<file path="src/rtl/blocpu_program_loader.sv">
// rtl/blocpu_program_loader.sv - byte-command program loader and run control for the blocpu core
module blocpu_program_loader #(
  parameter int RESET_CYCLES   = 4,
  parameter int TIMEOUT_CYCLES = 1000000
) (
  input  logic        clk,
  input  logic        reset,
  input  logic [7:0]  rx_data,
  input  logic        rx_valid,
  output logic [7:0]  tx_data,
  output logic        tx_valid,
  input  logic        tx_ready,
  output logic [11:0] instr_data,
  output logic [15:0] instr_addr,
  output logic        instr_write,
  output logic        core_reset,
  output logic        core_running,
  output logic        busy
);

  localparam int TW = $clog2(TIMEOUT_CYCLES + 1);

  localparam logic [7:0] CMD_LOAD  = 8'h01;
  localparam logic [7:0] CMD_RUN   = 8'h02;
  localparam logic [7:0] CMD_HALT  = 8'h03;
  localparam logic [7:0] CMD_RESET = 8'h04;
  localparam logic [7:0] ACK       = 8'h06;
  localparam logic [7:0] NAK       = 8'h15;

  typedef enum logic [2:0] {
    IDLE, ADDR_HI, ADDR_LO, COUNT, DATA_HI, DATA_LO, RST, RESP
  } state_t;

  state_t        state, state_n;
  logic [7:0]    resp_n;
  logic [15:0]   addr_q;     // next address to be written
  logic [8:0]    words_q;    // words still to load, 1..256
  logic [3:0]    hi_q;       // instr[11:8] from the DATA_HI byte
  logic [TW-1:0] idle_q;     // idle cycles since the last byte of a LOAD
  logic [7:0]    rst_q;      // cycles already spent in RST
  logic          load_state;
  logic          timeout;

  assign tx_valid = (state == RESP);
  assign busy     = (state != IDLE);

  // Next-state decode; a timeout overrides whatever the load state would do.
  always_comb begin
    state_n    = state;
    resp_n     = tx_data;
    load_state = (state == ADDR_HI) || (state == ADDR_LO) || (state == COUNT) ||
                 (state == DATA_HI) || (state == DATA_LO);
    timeout    = load_state && !rx_valid && (idle_q == TW'(TIMEOUT_CYCLES - 1));
    case (state)
      IDLE: begin
        if (rx_valid) begin
          case (rx_data)
            CMD_LOAD:          state_n = ADDR_HI;
            CMD_RUN, CMD_HALT: begin state_n = RESP; resp_n = ACK; end
            CMD_RESET:         state_n = RST;
            default:           begin state_n = RESP; resp_n = NAK; end
          endcase
        end
      end
      ADDR_HI: if (rx_valid) state_n = ADDR_LO;
      ADDR_LO: if (rx_valid) state_n = COUNT;
      COUNT:   if (rx_valid) state_n = DATA_HI;
      DATA_HI: if (rx_valid) state_n = DATA_LO;
      DATA_LO: begin
        if (rx_valid) begin
          if (words_q == 9'd1) begin
            state_n = RESP;
            resp_n  = ACK;
          end else begin
            state_n = DATA_HI;
          end
        end
      end
      RST: begin
        if (rst_q == 8'(RESET_CYCLES - 1)) begin
          state_n = RESP;
          resp_n  = ACK;
        end
      end
      RESP:    if (tx_ready) state_n = IDLE;
      default: state_n = IDLE;
    endcase
    if (timeout) begin
      state_n = RESP;
      resp_n  = NAK;
    end
  end

  // State and response byte registers.
  always_ff @(posedge clk or posedge reset) begin
    if (reset) begin
      state   <= IDLE;
      tx_data <= 8'h00;
    end else begin
      state   <= state_n;
      tx_data <= resp_n;
    end
  end

  // Datapath: address/count capture, write strobe, core control and counters.
  always_ff @(posedge clk or posedge reset) begin
    if (reset) begin
      addr_q       <= 16'h0000;
      words_q      <= 9'd0;
      hi_q         <= 4'h0;
      idle_q       <= '0;
      rst_q        <= 8'd0;
      instr_data   <= 12'h000;
      instr_addr   <= 16'h0000;
      instr_write  <= 1'b0;
      core_reset   <= 1'b1;
      core_running <= 1'b0;
    end else begin
      instr_write <= 1'b0;
      // core_reset is high exactly while the FSM sits in RST
      core_reset  <= (state_n == RST);
      idle_q      <= (load_state && !rx_valid && !timeout) ? idle_q + TW'(1) : '0;
      rst_q       <= (state == RST) ? rst_q + 8'd1 : 8'd0;
      if (rx_valid) begin
        case (state)
          IDLE: begin
            if (rx_data == CMD_RUN) core_running <= 1'b1;
            else if (rx_data == CMD_LOAD || rx_data == CMD_HALT || rx_data == CMD_RESET)
              core_running <= 1'b0;
          end
          ADDR_HI: addr_q[15:8] <= rx_data;
          ADDR_LO: addr_q[7:0]  <= rx_data;
          COUNT:   words_q      <= (rx_data == 8'h00) ? 9'd256 : {1'b0, rx_data};
          DATA_HI: hi_q         <= rx_data[3:0];
          DATA_LO: begin
            instr_data  <= {hi_q, rx_data};
            instr_addr  <= addr_q;
            instr_write <= 1'b1;
            addr_q      <= addr_q + 16'd1;
            words_q     <= words_q - 9'd1;
          end
          default: ;
        endcase
      end
    end
  end

endmodule

</file>
<file path="config.mk">
export PLATFORM = sky130hd
export DESIGN_NAME = blocpu_program_loader
export DESIGN_NICKNAME = d
export VERILOG_FILES = /design/src/rtl/blocpu_program_loader.sv
export SDC_FILE = /design/constraint.sdc
export NUM_CORES = 1
export LEC_CHECK = 0
export ABC_AREA = 1
export BUFFER_PORTS_ARGS = -buffer_cell sky130_fd_sc_hd__buf_4
export CELL_PAD_IN_SITES_DETAIL_PLACEMENT = 0
export CELL_PAD_IN_SITES_GLOBAL_PLACEMENT = 1
export CORE_AREA = 2 2 111 113
export DETAILED_ROUTE_END_ITERATION = 10
export DIE_AREA = 0 0 113 115
export PLACE_DENSITY_LB_ADDON = 0.1
export SLEW_MARGIN = 20
export SYNTH_ARGS = -nofsm -noshare
export SYNTH_HDL_FRONTEND = slang
export SYNTH_SLANG_ARGS = --single-unit
</file>
<file path="constraint.sdc">
create_clock -name clk -period 3.5 [get_ports clk]
set_clock_uncertainty 0.2 [all_clocks]
set_input_delay 0.175 -clock clk [delete_from_list [all_inputs] [get_ports clk]]
set_output_delay 0.175 -clock clk [all_outputs]
set_load 0.05 [all_outputs]
</file>
# [Word level (Yosys, flattened, before mapping)]
# Cells that the tools add are included.
[totals] mem_count=0 ramBits=0 romBits=0 latchBits=0 input_bits=12 reg_bits=99
[classes] div=0 n_shift=0 mux=29 multipliers=0 eq_ne=20 n_addsub=4 magnitude_cmp=0 bitwise=0 reduce_logical=28
[op_table] operator="2-to-1 mux 8 bit" count=6
[op_table] operator="one-hot mux 8 bit (2 select lines)" count=3
[op_table] operator="2-to-1 mux 3 bit" count=9
[op_table] operator="== test 8 x 2 -> 1 bit, second input constant" count=3
[op_table] operator="one-hot mux 3 bit (8 select lines)" count=1
[op_table] operator="one-hot mux 8 bit (3 select lines)" count=1
[op_table] operator="adder 20 x 1 -> 20 bit, second input constant" count=1
[op_table] operator="== test 20 bit, second input constant" count=1
[op_table] operator="2-to-1 mux 20 bit" count=1
[op_table] operator="one-hot mux 9 bit (2 select lines)" count=1
[op_table] operator="adder 16 x 1 -> 16 bit, second input constant" count=1
[op_table] operator="== test 3 bit, second input constant" count=5
[op_table] operator="!= test 3 bit, second input constant" count=4
[op_table] operator="AND reduction 2 bit" count=5
[op_table] operator="== test 9 x 1 -> 1 bit, second input constant" count=1
[op_table] operator="2-to-1 mux 9 bit" count=1
[op_table] operator="subtractor 9 x 1 -> 9 bit, second input constant" count=1
[op_table] operator="adder 8 x 1 -> 8 bit, second input constant" count=1
[op_table] operator="== test 8 x 1 -> 1 bit, second input constant" count=1
[op_table] operator="== test 8 x 3 -> 1 bit, second input constant" count=1
[op_table] operator="zero test 8 bit" count=1
[op_table] operator="nonzero test 2 bit" count=4
[op_table] operator="== test 3 x 2 -> 1 bit, second input constant" count=2
[op_table] operator="logical OR 1 bit" count=6
[op_table] operator="other kinds (13)" count=20

# [Depth between registers and ports, before layout]
[depth] ltp_word=10 mapped_depth=12

# [Least setup slack after synthesis]
# OpenSTA, ideal clock, no wires.
[synth_timing] path_type="register to register" from="reg state[1]" to="reg tx_data[0]" path_buffers=1 t_arrival_ns=1.550 required_ns=3.182 path_stages_with_launch=12 setup_slack_ns=1.632 cell_sequence="dfrtp_1 buf_4 nor2_1 nand2_1 nand2_1 inv_1 nand2_1 nand2_1 inv_2 nand2_1 nand3_1 nand2_1"
[synth_between] elab_chain_len=9
[synth_lines] item="start, declared" line="34" source="state_t state, state_n;"
[synth_lines] item="start signal, assigned" line="100" source="state <= state_n;"
[synth_lines] item="== test 3 x 1 -> 1 bit / == test 3 x 2 -> 1 bit (equally long branches)" line="51" source="load_state = (state == ADDR_HI) || (state == ADDR_LO) || (state == COUNT) ||"
[synth_lines] item="logical OR 1 bit (3 in a row)" line="51"
[synth_lines] item="logical OR 1 bit" line="52" source="(state == DATA_HI) || (state == DATA_LO);"
[synth_lines] item="logical AND 1 bit (2 in a row)" line="53" source="timeout = load_state && !rx_valid && (idle_q == TW'(TIMEOUT_CYCLES - 1));"
[synth_lines] item="!= test 3 bit (no source line), or another cell as far along"
[synth_lines] item="AND reduction 6 bit (no source line)"
[synth_lines] item="end signal, assigned" line="101" source="tx_data <= resp_n;"
[synth_lines] item="end, declared" line="10" source="output logic [7:0] tx_data,"
# Parallel ways exist; a longest one is shown, timed or not.
# A chain may end at the register's enable or synchronous reset.

# [Worst setup path after layout]
[layout_timing] from="reg state[1]" to="reg addr_q[2]"
[layout_between] elab_chain_len=3
[layout_lines] item="== test 3 x 2 -> 1 bit / == test 3 bit (equally long branches)" line="125" source="case (state)"
[layout_lines] item="nonzero test 2 bit (no source line)"
[layout_lines] item="AND reduction 2 bit (no source line)"
[layout_lines] item="end signal, assigned" line="132" source="ADDR_LO: addr_q[7:0] <= rx_data;"
[layout_lines] item="end signal, assigned" line="139" source="addr_q <= addr_q + 16'd1;"
[layout_lines] item="end, declared" line="36" source="logic [15:0] addr_q;"
# Parallel ways exist; a longest one is shown, timed or not.

==> impl_summary.md <==
Critical path
The kind of capture point of the worst setup path is a flop. STA puts the critical path data required time at around 3600 ps. The category of the worst setup path launch point is a flop.

The critical path is of the reg2reg type. The peak fanout along the critical path is 54. STA puts the critical path data arrival time at between 2000 and 2500 ps.

Detailed routing
After detailed routing, the number of remaining DRC violations is 7. The number of nets with antenna violations after detailed routing is 0. The post-detailed-routing wire length is 12400 um. The mean number of vias per cell is roughly 5.0. The routed length per instance is 14.1 um.

The routed layout has 4373 vias. For this run, the detailed router's first-pass iteration total came to 9. The detailed router's first-iteration violation count is 290.

Yosys
The main combinational cell family by area after synthesis is simple AND/OR/NAND/NOR gates. Of the total synthesized cell area, the portion taken by XOR and XNOR cells is 0.0210. The instance count of the mapped netlist is 673. The adder-cell share of the synthesized area is 0.0125. The count of distinct cell types in the synthesized netlist is 35. In this run, synthesis inferred 0 flip-flops with an integrated enable. The cell area that synthesis handed to floorplanning was approximately 0.0050 mm^2. The mux contribution to synthesized area is 0. The number of flip-flops and latches in the synthesized netlist is 94.

For this run, asynchronously set or reset flops after synthesis account for 1.00. Of the total synthesized cell area, the portion taken by AND, OR, NAND and NOR gates is 0.307. The number of synthesis warnings is 0. The fraction of the mapped netlist area in compound gates is 0.0997. The register area share after synthesis is 0.470.

The dominant synthesized flop cell is dfrtp_1. The average size of a mapped cell is 7.44 um^2.

Power and ir drop
Dividing total power by cell area gives a power density of 835 mW/mm^2. The analysis attributes to cell leakage a power of 2.90 nW. Overall power consumption after layout is estimated at between 0.004 and 0.005 W. IR analysis of the VDD net gives a maximum drop of between 0.0002 and 0.0003 V.

Floorplan
The initial core utilization is 0.424. The die boundary height is ~120 um. In this run the standard cell core region covers 0.0118 mm^2. The die covers 0.0130 mm^2. The die extent in x is 113 um. The cell row count is 40. During I/O placement, the number of pins put on the boundary was 53.

Job
Max-cap violations in this run came to 0.

STA
The max-slew violation count is 0. For the final routed database, the setup TNS stands at 0 ps. The count of endpoints failing hold in the final timing report was 0.

Setup repair after global routing left no endpoint under its margin. After layout, the minimum clock period comes to roughly 2200 ps. In this run the tightest slew margin relative to its limit is 0.531. At the pin with the least slew margin, the transition time is 704 ps. The setup slack after layout is 1320 ps. Dividing the final minimum period by the clock period gives 0.623.

Setup violations remaining at the end of the flow were counted as 0. The peak clock frequency supported by timing is 458 MHz.

Global route
The total overflow reported by the global router is 0. The via count of the first global-routing pass is 4132. The largest net degree at the start of global routing is 55. The initial antenna violation count is 0.

The global router's overall resource usage is 0.202. The first global-routing pass estimated 20700 um of wire.

Finish
The layout has 1188 filler cells. Leaving out fill and tap cells, the most frequent cell in the layout is nand2_1. The library cells used most frequently in the layout, excluding fill and tap cells, are nand2_1, nor2_1, dfrtp_1. The register area is 0.00235 mm^2. The final layout contains roughly 740 nets.

The area growth from synthesis to final layout is 16.6%. The diode insertion count for antenna repair is 0. The ratio of cells with drive above 1 in the final layout is 0.115. Summing all multi-input logic gate instances after layout gives 0.00222 mm^2.

Clock tree
The number of setup buffers added after CTS is 0. No sink is reached through more buffers than the 2 on the longest clock path. The number of clock buffers added by TritonCTS is 9.

The count of H-tree levels built during CTS is 3. TritonCTS built the clock tree. The later-pin clock latency in the skew report is 350 ps.

Post-CTS repair changed the size of 0 cells. The number of sinks handled by clock tree synthesis is 94. The number of hold buffers added after CTS was 6. The master cell of the clock root buffer is clkbuf_16. Clock-pin slew was measured on the worst setup and hold paths at 60 ps.

Placed design
The count of buffers added on input and output ports is 48. The detailed-placement wirelength estimate is 9040 um. The routability congestion estimate is 0.857. The worst setup slack before clock tree synthesis is 1340 ps.

Run status
The final reports fail on design-rule violations. The flow ran to the end, but the final reports show violations.

Min path
The class of the tightest hold or removal check is in2reg.
-- worst max-delay path, cell delays in order (launching register included) --
cell,delay [ps]
dfrtp_1,570
nor2_4,90
nand2_4,80
buf_4,400
nand2_1,310
inv_1,210
o22ai_1,90
a22oi_1,140
-- cell usage after synthesis, drive strengths merged, types with 2 or more instances --
cell type  number  area share
a21oi          23       0.023
nand4          12       0.015
o211ai          2      0.0030
ha              5       0.012
nor2          109       0.087
nor3           17       0.018
a22oi           6      0.0090
dfrtp          93        0.46
clkbuf          5      0.0037
xor2           12       0.021
nand3          40       0.041
o21ai          53       0.053
nand2         175        0.14
nor3b           4      0.0060
buf            13       0.018
inv            89       0.067
o22ai           2      0.0025
a31oi           5      0.0062
-- per-layer routing --
metal | track usage | share of wire
met1 | 0.284 | 0.49
met2 | 0.315 | 0.46
met3 | 0.0316 | 0.037
met4 | 0.0829 | 0.019
met5 | 0 | 0
-- metrics by stage --
stage / instances / instance area (um^2) / hold WS (ps) / util
after global routing: 877 / 5840 / 45.0 / 0.494
after detailed placement: 856 / 5490 / 208 / 0.465
after CTS: 877 / 5840 / 21.0 / 0.494
after global placement: 856 / 5490 / 195 / 0.465
after floorplan: 676 / 5020 / 72.2 / -
final: 877 / 5840 / 35.6 / 0.494
-- flip-flops by register name (all words and copies together), names as in the netlist --
register,flops
core_reset,1
rst_q,8
instr_write,1
instr_addr,16
state,3
instr_data,12
tx_data,3
words_q,9
core_running,1
hi_q,4
addr_q,16
idle_q,20
-- path summary, 6_finish.rpt --
| kind | startpoint | to | slack (ps) | cells after the start |
|---|---|---|---|---|
| max | state[1] | addr_q[2] | 1320 | 7 |
| min | rx_data[3] | hi_q[3] | 40 | 3 |
| max reg2reg | state[1] | addr_q[2] | 1320 | 7 |
| min reg2reg | instr_addr[15] | instr_addr[15] | 280 | 2 |
| max in group asynchronous | reset | state[2] | 2120 | 4 |
| min in group asynchronous | reset | instr_data[3] | 310 | 3 |
-- power by group --
| group | switching (W) | leakage [nW] | internal, W | total (W) |
|---|---|---|---|---|
| Sequential | 0.000266 | 1.20 | 0.00145 | 0.00171 |
| Combinational | 0.00155 | 1.56 | 0.000644 | 0.00219 |
| Clock | 0.000408 | 0.141 | 0.000567 | 0.000974 |
-- final cells by class --
type,instances,share of cell area
Clock inverter,4,0.00814
Multi-Input combinational cell,475,0.380
Clock buffer,11,0.0416
Inverter,89,0.0576
Sequential cell,94,0.403
Tap cell,147,0.0315
Timing Repair Buffer,57,0.0780
-- logic make-up after synthesis --
group           after synthesis
other cells                   1
flops                        94
simple gates                361
buf+inv                     107
xor+xnor                     12
fa+ha+maj                     5
compound gates               93
No activity file was read; power rests on OpenSTA's default activity.
